`src/rtl/stream_source_gen.sv`:
```
// rtl/stream_source_gen.sv - valid/ready byte-stream burst source, counter or LFSR pattern
// Optional stall counter output enabled by defining STREAM_SOURCE_STALL_CNT_EN.
module stream_source_gen #(
    parameter int                    DATA_WIDTH = 8,
    parameter int                    LEN_WIDTH  = 8,
    parameter int                    GAP_WIDTH  = 4,
    parameter logic [DATA_WIDTH-1:0] LFSR_TAPS  = 8'hB8
) (
    input  logic                  clk,
    input  logic                  rst,
    input  logic                  start,
    input  logic                  mode,
    input  logic [DATA_WIDTH-1:0] seed,
    input  logic [LEN_WIDTH-1:0]  burst_len,
    input  logic [GAP_WIDTH-1:0]  gap_cycles,
    input  logic                  stream_out_ready,
    output logic                  stream_out_valid,
    output logic [DATA_WIDTH-1:0] stream_out_data,
    output logic                  stream_out_last,
    output logic                  busy,
    output logic                  done,
`ifdef STREAM_SOURCE_STALL_CNT_EN
    output logic [15:0]           stall_count,
`endif
    output logic [LEN_WIDTH-1:0]  beat_count
);

    typedef enum logic [1:0] {
        IDLE = 2'd0,
        SEND = 2'd1,
        GAP  = 2'd2,
        FIN  = 2'd3
    } state_t;

    state_t                state, state_d;
    logic [DATA_WIDTH-1:0] data_q;
    logic [LEN_WIDTH-1:0]  len_q;
    logic [LEN_WIDTH-1:0]  beat_count_q;
    logic [GAP_WIDTH-1:0]  gap_q;
    logic [GAP_WIDTH-1:0]  gap_cnt;
    logic                  mode_q;
    logic                  is_last;
    logic                  accept;

    localparam logic [LEN_WIDTH-1:0]  LEN_ONE = LEN_WIDTH'(1);
    localparam logic [GAP_WIDTH-1:0]  GAP_ONE = GAP_WIDTH'(1);
    localparam logic [DATA_WIDTH-1:0] DAT_ONE = DATA_WIDTH'(1);

    function automatic logic [DATA_WIDTH-1:0] next_value(input logic m,
                                                         input logic [DATA_WIDTH-1:0] d);
        if (m)
            return {d[DATA_WIDTH-2:0], ^(d & LFSR_TAPS)};
        else
            return d + DAT_ONE;
    endfunction

    assign is_last = (beat_count_q == len_q - LEN_ONE);
    assign accept  = (state == SEND) && stream_out_ready;

    always_ff @(posedge clk) begin
        if (rst)
            state <= IDLE;
        else
            state <= state_d;
    end

    always_comb begin
        state_d          = state;
        stream_out_valid = 1'b0;
        stream_out_last  = 1'b0;
        done             = 1'b0;
        busy             = (state != IDLE);
        case (state)
            IDLE: begin
                if (start)
                    state_d = (burst_len == '0) ? FIN : SEND;
            end
            SEND: begin
                stream_out_valid = 1'b1;
                stream_out_last  = is_last;
                if (stream_out_ready) begin
                    if (is_last)
                        state_d = FIN;
                    else if (gap_q != '0)
                        state_d = GAP;
                end
            end
            GAP: begin
                if (gap_cnt == GAP_ONE)
                    state_d = SEND;
            end
            FIN: begin
                done    = 1'b1;
                state_d = IDLE;
            end
            default: state_d = IDLE;
        endcase
    end

    // Burst parameters are captured only when a start is taken in IDLE.
    always_ff @(posedge clk) begin
        if (rst) begin
            data_q       <= '0;
            len_q        <= '0;
            gap_q        <= '0;
            gap_cnt      <= '0;
            mode_q       <= 1'b0;
            beat_count_q <= '0;
        end else begin
            case (state)
                IDLE: begin
                    if (start) begin
                        mode_q       <= mode;
                        len_q        <= burst_len;
                        gap_q        <= gap_cycles;
                        beat_count_q <= '0;
                        data_q       <= (mode && seed == '0) ? DAT_ONE : seed;
                    end
                end
                SEND: begin
                    if (accept) begin
                        beat_count_q <= beat_count_q + LEN_ONE;
                        data_q       <= next_value(mode_q, data_q);
                        gap_cnt      <= gap_q;
                    end
                end
                GAP:     gap_cnt <= gap_cnt - GAP_ONE;
                default: ;
            endcase
        end
    end

`ifdef STREAM_SOURCE_STALL_CNT_EN
    always_ff @(posedge clk) begin
        if (rst)
            stall_count <= '0;
        else if (state == IDLE && start)
            stall_count <= '0;
        else if (state == SEND && !stream_out_ready && stall_count != 16'hFFFF)
            stall_count <= stall_count + 16'd1;
    end
`endif

    assign stream_out_data = data_q;
    assign beat_count      = beat_count_q;

endmodule

```
`config.mk`:
```
export PLATFORM = sky130hd
export DESIGN_NAME = stream_source_gen
export DESIGN_NICKNAME = d
export VERILOG_FILES = /design/src/rtl/stream_source_gen.sv
export SDC_FILE = /design/constraint.sdc
export NUM_CORES = 1
export LEC_CHECK = 0
export ABC_CLOCK_PERIOD_IN_PS = 2100
export BUFFER_PORTS_ARGS = -buffer_cell sky130_fd_sc_hd__buf_2
export CAP_MARGIN = 15
export CORE_ASPECT_RATIO = 1.75
export CORE_MARGIN = 1.5
export CORE_UTILIZATION = 54
export DETAILED_ROUTE_END_ITERATION = 10
export GPL_TIMING_DRIVEN = 0
export PLACE_DENSITY = 0.87
export SLEW_MARGIN = 10
export SYNTH_ARGS = -nofsm -noshare
export SYNTH_HDL_FRONTEND = slang
export SYNTH_SLANG_ARGS = --single-unit
```
`constraint.sdc`:
```
create_clock -name clk -period 2.1 [get_ports clk]
set_clock_uncertainty 0.1 [all_clocks]
set_input_delay 0.21 -clock clk [delete_from_list [all_inputs] [get_ports clk]]
set_output_delay 0.21 -clock clk [all_outputs]
set_load 0.005 [all_outputs]
```
==> run_results.csv <==
group,metric,value,unit
layout,ff_latch_area,712,sq um
clocking,cts-root-buf,"clkbuf_8",
layout,stdcell_count,359,
pwr,leakage,1.01,nW
sta,worst_pin_slew,0.498,ns
synthesis,synth_most_common_cell,"nand2_1",
synthesis,syn-instance-count,260,
sta,min_period,2.21,ns
pwr,combPwrFrac,29.5,%
flow_run,drv_cap,0,
sta,fin_ws,-0.109,ns
pwr,switchingPower,0.000617,W
outcome,status,"finished with violations",
grt,grt_pass1_wl,9.03,mm
place,placed_area,2330,sq um
min_path,hold_path_class,"input pin to flop",
sta,timing.hold.ws,0.0548,ns
route,routedWlPerCell,15.4,microns
synthesis,yosys_warnings,0,
die,dieArea,4200,sq um
outcome,failed_checks,"setup timing",
route,drt-pass1-iter-count,4,
synthesis,synth_top_area_share,34.1,%
layout,fin_area,2470,sq um
clocking,clk_pin_slew,0.07,ns
clocking,cts_sinks,35,
synthesis,synth.distinct_cells,52,
die,die_y,84.6,microns
pwr,p_total,0.00181,W
synthesis,yosysSeqAreaShare,34.1,%
die,placementRows,29,
place,place_ws,0.0528,ns
layout,areaGrowthSynthToFinish,20.1,%
layout,nets,343,
synthesis,synth_common_cells,"nand2_1, dfxtp_1, a21oi_1, nor2_1, xnor2_1",
synthesis,synth_area,2060,sq um
clocking,cts_tree,"done",
route,drt_first_iter_violations,100,
grt,grt_pass1_vias,2015,
clocking,cts_made_buffers,5,
synthesis,synthTopCellsByArea,"dfxtp_1, nand2_1, a21oi_1",
critical_path,end_kind,"primary output",
grt,antenna_found_initial,0,
critical_path,worst_ep_required_time,1.79,ns
sta,setup_viol,1,
pwr,switching_share,34.1,%
synthesis,yosysTopAreaCell,"dfxtp_1",
grt,grt_max_degree,11,
place,dp_hpwl,4.06,mm
route,vias_per_cell,5.88,
pwr,seqPwrFrac,44.2,%
place,place.gp.congestion,0.908,
clocking,cts_buffer_depth,2,
critical_path,arrival,1.90,ns
layout,multiInputGateArea,1280,sq um
pwr,clock_power_share,26.3,%
sta,slew_headroom,66.8,%
pwr,ir_drop,0.000603,V
sta,hold_viol,0,
critical_path,start_kind,"flop",
layout,n_antenna_cell,0,
synthesis,synth_edf_count,0,
route,final_antenna_net_count,0,
synthesis,synth_ff_type,"dfxtp_1",
route,vias,2112,
pwr,p_int,0.00119,W
layout,drive_gt1_share,25.9,%
die,start_util,56.7,%
synthesis,avgSynthCellArea,7.91,sq um
layout,fillCellCount,311,
sta,final_max_slew_viol_count,0,
die,die_width,49.7,microns
synthesis,synth-seq-cells,35,
clocking,cts_max_level,2,
place,dp_cells,350,
grt,track_usage,27.8,%
die,coreArea,3630,sq um
sta,rsz0062_at_grt,"yes",
route,drt_drc_violations_left,0,
critical_path,crit_fanout,6,
sta,min_period_over_period,105,%
route,wl,5.51,mm
synthesis,syn_nets,291,
sta,max_clock_freq,453,MHz
die,num_io_pins,45,
pwr,p_per_area,731,nW/um^2
critical_path,worstSetupPathType,"flop to primary output",
clocking,clk_latency,0.29,ns
grt,grt-ovfl-total,0,
place,io_buffers,44,
synthesis,async_reset_ff_share,0,%
-- final cells by class --
type	count	share of cell area, %
clock buffers	7	3.09
multi-input cells	199	51.6
repair buffers	46	9.52
inverters	10	1.62
plain buffers	15	2.78
well taps	46	2.33
flip-flops and latches	35	28.8
clock inverters	1	0.203
-- what timing repair did --
| item | CTS | global route |
|---|---|---|
| endpoints found under the setup margin | 1 | 1 |
| gates resized for setup | 14 | 2 |
| hold buffers | 0 | 0 |
| cloned | 0 | 0 |
| buffers inserted | 2 | 0 |
| pin swaps | 5 | 1 |
-- worst paths after layout --
check | from | cells after the start | slack, ns | endpoint
setup / recovery | beat_count[3] | 6 | -0.11 | stream_out_last
hold reg to reg | len_q[7] | 2 | 0.38 | len_q[7]
hold / removal | gap_cycles[3] | 3 | 0.05 | gap_q[3]
setup reg to reg | state[0] | 5 | 0.24 | stream_out_data[5]
-- registers in the layout, indices dropped and copies added (netlist names) --
register and flops:
beat_count 8, gap_cnt 4, gap_q 4, len_q 8, mode_q 1, state 2
stream_out_data 8
-- power by group through the flow --
stage | Sequential, W | Clock [W] | Combinational (W)
6_report | 0.000799 | 0.000475 | 0.000533
3_5_place_dp | 0.000804 | 0 | 0.000506
3_3_place_gp | 0.000800 | 0 | 0.000495
2_1_floorplan | 0.000790 | 0 | 0.000366
5_1_grt | 0.000808 | 0.000505 | 0.000589
4_1_cts | 0.000796 | 0.000481 | 0.000521
-- logic make-up (layout without fill, tap and decap cells) --
family                     Yosys count  after routing  synth area share [%]
AOI/OAI and AO/OA                   63             63                  19.8
xor gates and xnor gates            20             20                  8.52
adders and majority gates            6              6                  3.65
buffers and inverters               26             79                  5.41
DFF                                 35             35                  34.1
muxes                                5              5                  2.55
and+or+nand+nor                    105            105                  26.0
-- routing by layer --
metal | wire, microns | GRT usage (%)
met5 | 0 | 0
met4 | 178 | 15.7
met3 | 218 | 5.16
met2 | 3060 | 51.2
met1 | 2060 | 28.3
-- critical path, stage by stage, from the launching register on --
cell and delay, ns:
dfxtp_2 0.35, xnor2_1 0.22, xnor2_1 0.13, a2111oi_2 0.33
nand4_1 0.25, nor2_1 0.19, buf_2 0.13
-- metrics by stage --
stage,utilization [%],setup TNS (ns)
floorplan,-,0
global placement,64.3,0
global route,68.1,-0.209
finish,68.1,-0.109
detailed placement,64.3,0
CTS,67.8,-0.0314
-- layout by cell type, fill, tap and decap left out, drive strengths merged, types with 2 or more instances in the layout --
| master | count |
|---|---|
| buf | 54 |
| nand2 | 44 |
| dfxtp | 35 |
| a21oi | 30 |
| nor2 | 18 |
| xnor2 | 14 |
| clkbuf | 14 |
| inv | 9 |
| xor2 | 6 |
| o21ai | 6 |
| ha | 6 |
| o211ai | 5 |
| nand3 | 5 |
| nor4 | 5 |
| a211oi | 5 |
| nand4 | 5 |
| nand2b | 4 |
| nand3b | 4 |
| nor3b | 4 |
| nor2b | 3 |
| mux2i | 3 |
| o2111ai | 2 |
| or3 | 2 |
| and3b | 2 |
| mux2 | 2 |
| a22oi | 2 |
| o22ai | 2 |
| and3 | 2 |
| clkinv | 2 |
| nor3 | 2 |
| a2111oi | 2 |
| o31ai | 2 |
No activity file was read; power rests on OpenSTA's default activity.
